[src/rtl/serdesphy_ana_charge_pump_filter.sv]
// serdesphy_ana_charge_pump_filter: PI loop filter turning PFD up/down pulses into a saturating VCO control word, with windowed lock detect
module serdesphy_ana_charge_pump_filter #(
    parameter int CTRL_W      = 8,
    parameter int INT_W       = 16,
    parameter int KI_STEP     = 4,
    parameter int KP_STEP     = 32,
    parameter int LOCK_WINDOW = 64,
    parameter int LOCK_TOL    = 2,
    parameter int LOCK_COUNT  = 3
) (
    input  logic              clk,
    input  logic              rst,
    input  logic              enable,
    input  logic              up_pulse,
    input  logic              down_pulse,
    output logic [CTRL_W-1:0] ctrl_word,
    output logic              lock,
    output logic              sat_hi,
    output logic              sat_lo
);
    localparam int CW2 = CTRL_W + 2;
    localparam int WW  = $clog2(LOCK_WINDOW);
    localparam int NW  = WW + 2;
    localparam int GW  = $clog2(LOCK_COUNT + 1);
    localparam logic [INT_W-1:0]      ACC_MAX = '1;
    localparam logic [INT_W-1:0]      ACC_RST = INT_W'(1) << (INT_W - 1);
    localparam logic [INT_W-1:0]      KI      = INT_W'(KI_STEP);
    localparam logic signed [CW2-1:0] KP      = CW2'(KP_STEP);
    localparam logic signed [NW-1:0]  LW      = NW'(LOCK_WINDOW);
    localparam logic signed [NW-1:0]  TOL     = NW'(LOCK_TOL);
    localparam logic signed [NW-1:0]  ONE     = 1;
    localparam logic [GW:0]           LC      = (GW + 1)'(LOCK_COUNT);

    typedef enum logic [1:0] {IDLE, ACQ, LOCKED} state_t;
    state_t state, state_next;

    logic [2:0] up_sync, dn_sync;
    logic up_evt, dn_evt, inc, dec, wend, good_win, reached, lock_next;
    logic [INT_W-1:0] acc, acc_next;
    logic signed [CW2-1:0] kick, sum;
    logic [CTRL_W-1:0] ctrl_next;
    logic [WW-1:0] wcnt;
    logic signed [NW-1:0] net, net_tot;
    logic [GW-1:0] good;
    logic [GW:0] good_inc;

    // sync chain per input: [0]=s1, [1]=s2, [2]=s2_d
    assign up_evt = up_sync[1] & ~up_sync[2];
    assign dn_evt = dn_sync[1] & ~dn_sync[2];

    always_comb begin
        inc       = enable & up_evt & ~dn_evt;
        dec       = enable & dn_evt & ~up_evt;
        acc_next  = inc ? (acc > ACC_MAX - KI ? ACC_MAX : acc + KI) :
                    dec ? (acc < KI ? '0 : acc - KI) : acc;
        kick      = inc ? KP : dec ? -KP : '0;
        sum       = $signed({2'b00, acc_next[INT_W-1 -: CTRL_W]}) + kick;
        ctrl_next = sum[CW2-1] ? '0 : |sum[CW2-2:CTRL_W] ? '1 : sum[CTRL_W-1:0];
        net_tot   = inc ? (net >= LW ? net : net + ONE) :
                    dec ? (net <= -LW ? net : net - ONE) : net;
        good_win  = (net_tot <= TOL) && (net_tot >= -TOL);
        wend      = (state != IDLE) && (wcnt == '1);
        good_inc  = {1'b0, good} + 1'b1;
        reached   = good_inc >= LC;
    end

    always_ff @(posedge clk) begin
        if (rst)
            state <= IDLE;
        else
            state <= state_next;
    end

    always_comb begin
        state_next = !enable ? IDLE :
                     (state == IDLE) ? ACQ :
                     (sat_hi | sat_lo) ? ACQ :
                     !wend ? state :
                     !good_win ? ACQ :
                     (state == LOCKED || reached) ? LOCKED : ACQ;
    end

    always_comb begin
        lock_next = state_next == LOCKED;
    end

    always_ff @(posedge clk) begin
        if (rst) begin
            up_sync   <= '0;
            dn_sync   <= '0;
            acc       <= ACC_RST;
            ctrl_word <= ACC_RST[INT_W-1 -: CTRL_W];
            sat_hi    <= 1'b0;
            sat_lo    <= 1'b0;
            lock      <= 1'b0;
            wcnt      <= '0;
            net       <= '0;
            good      <= '0;
        end else begin
            up_sync   <= {up_sync[1:0], up_pulse};
            dn_sync   <= {dn_sync[1:0], down_pulse};
            acc       <= acc_next;
            ctrl_word <= ctrl_next;
            sat_hi    <= acc_next == ACC_MAX;
            sat_lo    <= acc_next == '0;
            lock      <= lock_next;
            if (state == IDLE || !enable) begin
                wcnt <= '0;
                net  <= '0;
                good <= '0;
            end else begin
                wcnt <= wcnt + 1'b1;
                net  <= wend ? '0 : net_tot;
                good <= (sat_hi | sat_lo) ? '0 :
                        !wend ? good :
                        !good_win ? '0 :
                        reached ? good : good_inc[GW-1:0];
            end
        end
    end
endmodule

[config.mk]
export PLATFORM = sky130hd
export DESIGN_NAME = serdesphy_ana_charge_pump_filter
export DESIGN_NICKNAME = d
export VERILOG_FILES = /design/src/rtl/serdesphy_ana_charge_pump_filter.sv
export SDC_FILE = /design/constraint.sdc
export NUM_CORES = 1
export LEC_CHECK = 0
export BUFFER_PORTS_ARGS = -buffer_cell sky130_fd_sc_hd__buf_2
export CORE_UTILIZATION = 55
export CTS_CLUSTER_SIZE = 10
export DETAILED_ROUTE_END_ITERATION = 8
export HOLD_SLACK_MARGIN = 0.02
export PLACE_DENSITY = 0.8
export REMOVE_ABC_BUFFERS = 1
export SETUP_SLACK_MARGIN = 0.02
export SLEW_MARGIN = 15
export SYNTH_ARGS = -nofsm -noshare
export SYNTH_HDL_FRONTEND = slang
export SYNTH_SLANG_ARGS = --single-unit
[constraint.sdc]
create_clock -name clk -period 3.1 [get_ports clk]
set_input_delay 0.62 -clock clk [delete_from_list [all_inputs] [get_ports clk]]
set_output_delay 0.62 -clock clk [all_outputs]
set_load 0.02 [all_outputs]
==> qor.csv <==
metric;value;unit
Post-DP HPWL;6120;um
dpl ws;-0.104;ns
clk sinks;51;
Crit path largest cell delay;0.47;ns
reg2reg start;acc[2]$_SDFF_PP0_;
Max-slew headroom;59.8;%
via count;3208;
clock share of power;33.9;%
1st-iter DRT viols;439;
Main synth FF type;dfxtp_1;
# Max-Cap Violations;0;
Setup CP Type;flip-flop to flip-flop;
fmax;323;MHz
Yosys cell types;69;
initial core utilization;58.1;%
synth warn;0;
Cell Rows;26;
Hold Fails Final Rpt;0;
crit share post-route;99.9;%
Seq/Total Area, Yosys;34.0;%
core footprint;5170;um2
Worst Tran Pin Value;0.597;ns
fin. max-slew vios;0;
DIE WIDTH;75.9;um
WHS Path Cells;1;
PortBufs;15;
FILL cells;358;
post-route setup slack;0.00327;ns
Comb power frac;17.6;%
total wire length;9160;um
met3 Track Usage GR;8.33;%
Peak supply drop;293;uV
Vias/cell;6.42;
Post-Syn Instances;362;
Cells after DPL;484;
vias in the first global route;2811;
gr busiest metal;met2;
HP Start;up_sync[0]$_SDFF_PP0_;
clock skew;0.0103;ns
Yosys reg bits;51;
Routability Congestion;0.995;
wire length of the first global-routing pass;13000;um
Setup crit start kind;flip-flop;
setup TNS;0;ns
GR Layer Usage met1;39.6;%
Post-Layout Cell Count;500;
Post-synth ARST share;0;%
RR Endpoint;ctrl_word[7]$_SDFF_PP1_;
Area Growth Syn to Fin;27.5;%
EDFF count, synth;0;
Flop pwr share;48.5;%
synthesized area;3000;um2
number of diodes;0;
Antenna Violating Nets Remaining;0;
DR DRC count;0;
CP max-delay cell;or4b_4;
Worst R2R Setup Slack;0.003;ns
PD cells;371;nW/um2
Leak Pwr;1.56;nW
Critical Path AT;3.31;ns
Num CTS Buffers;5;
Data required, critical path;3.31;ns
Switching Fraction;26.3;%
Switching Power;0.374;mW
GRT Total Usage;30.5;%
layout cell share with drive strength beyond 1;29.1;%
Worst R2R Path Depth;15;
leading cell type in the layout, fill and taps excluded;buf_4;
grt ovf;0;
post-layout minimum cycle time;3.10;ns
RSZ-0062 raised after global routing;yes;
CP Cell Sequence;inv_2 -> ha_2 -> or4b_4 -> buf_6 -> nor3_4 -> nand2_1 -> mux2i_1 -> o311a_4 -> ha_4 -> a21oi_2 -> nor2_4 -> nor2_4 -> xnor2_2 -> nand2_1 -> a21o_1;
Overall Power;1.42;mW
Pint;1.05;mW
final setup violation count;0;
worst hold endpoint;up_sync[1]$_SDFF_PP0_;
commonest non-fill, non-tap cells in the layout;buf_4, dfxtp_1, nor2_1, nand2_1, a21oi_1;
met2 Usage GRT;48.6;%
DR pass1 iterations;6;
CTS tree;yes;
io pins;16;
WL/cell;18.3;um
fin nets;448;
Bufs on Longest Clock Path;2;
H-Tree Depth;2;
hold buffers post-CTS;0;
Die ar.;5760;um2
initial antenna violation count;0;
largest net degree at the start of global routing;27;
Worst-path clk slew;0.09;ns
die height;75.9;um
clock latency on the worst-skew pair;0.31;ns
CP Capture Type;flip-flop;
worst setup path startpoint;acc[2]$_SDFF_PP0_;
CP Max Fanout;4;
Hold WC Path Type;flip-flop to flip-flop;
clk root buf;clkbuf_8;
status;finished, final reports clean;
Avg Cell Area, Syn;8.30;um2
## metal layers
layer  vias to the layer above  wire length (um)
met4                         0               248
met3                        36               910
met1                      1488              3750
li1                       1474                 -
met5                         -                 0
met2                       210              4250
## power by group through the flow
| stage | logic (mW) | registers, mW | clock network, mW |
|---|---|---|---|
| final | 0.250 | 0.689 | 0.483 |
| after global routing | 0.265 | 0.691 | 0.517 |
| after CTS | 0.216 | 0.688 | 0.489 |
| after detailed placement | 0.209 | 0.703 | 0 |
| after global placement | 0.203 | 0.703 | 0 |
| after floorplan | 0.108 | 0.715 | 0 |
## repair_timing
action,in CTS,in global routing
buffers inserted,1,7
setup endpoints to repair,8,9
gates resized for setup,11,25
pin swaps,1,15
## worst max path at each step
| stage | cells after the start | slack (ns) | endpoint |
|---|---|---|---|
| after floorplan | 11 | -0.11 | ctrl_word[0]$_SDFF_PP0_ |
| after global placement | 12 | 0.02 | ctrl_word[2]$_SDFF_PP0_ |
| after detailed placement | 14 | -0.10 | ctrl_word[0]$_SDFF_PP0_ |
| after CTS | 13 | 0.03 | ctrl_word[4]$_SDFF_PP0_ |
| after global routing | 15 | -0.07 | ctrl_word[7]$_SDFF_PP1_ |
| final | 15 | 0.003 | ctrl_word[7]$_SDFF_PP1_ |
## metrics by stage
| stage | hold WS (ns) | cell area [um2] | utilization (%) |
|---|---|---|---|
| finish | 0.450 | 3830 | 74.0 |
| global route | 0.463 | 3830 | 74.0 |
| CTS | 0.450 | 3660 | 70.8 |
| detailed placement | 0.427 | 3480 | 67.2 |
| global placement | 0.416 | 3480 | 67.2 |
| floorplan | 0.414 | 2960 | - |
## kinds of logic after synthesis
kind of cell / count (synthesis) / share of synthesized area (%)
DFF: 51 / 34.0
buffers and inverters: 29 / 3.83
muxes: 1 / 0.333
xor gates and xnor gates: 12 / 3.50
AOI/OAI and AO/OA: 89 / 21.5
and+or+nand+nor: 166 / 30.8
adders and majority gates: 14 / 6.08
## flip-flops by register name, summed over array words and instances, names as in the netlist
register / cells
good: 2
ctrl_word: 8
sat_hi: 1
state: 2
lock: 1
up_sync: 3
dn_sync: 3
sat_lo: 1
acc: 16
wcnt: 6
net: 8
## Yosys cell counts (8+ instances only)
| cell type | number | area share [%] |
|---|---|---|
| nand4_1 | 12 | 2.5 |
| nand2_1 | 19 | 2.4 |
| o21ai_0 | 17 | 2.8 |
| clkbuf_1 | 8 | 1.0 |
| nor3_1 | 16 | 2.7 |
| inv_1 | 17 | 2.1 |
| dfxtp_1 | 51 | 34 |
| nand3_1 | 14 | 2.3 |
| a21oi_1 | 21 | 3.5 |
| nor2_1 | 44 | 5.5 |
| ha_1 | 13 | 5.4 |
| nor2b_1 | 16 | 3.3 |
## worst max-delay path: cells and delay by family, from the launching register on
kind	cells	cell delay (ns)
DFF	1	0.38
xor gates and xnor gates	1	0.16
buffers and inverters	2	0.21
adders and majority gates	2	0.38
AOI/OAI and AO/OA	3	0.62
and+or+nand+nor	6	1.02
muxes	1	0.22
## area by class of cell
cell class	count	area, um2	share of cell area [%]
well taps	70	87.6	2.29
flip-flops and latches	51	1030	26.9
clock buffers	6	82.6	2.16
multi-input cells	282	2030	52.9
clock inverters	2	35.0	0.915
repair buffers	71	503	13.1
inverters	18	67.6	1.76
Power figures use the tool's default switching activity.
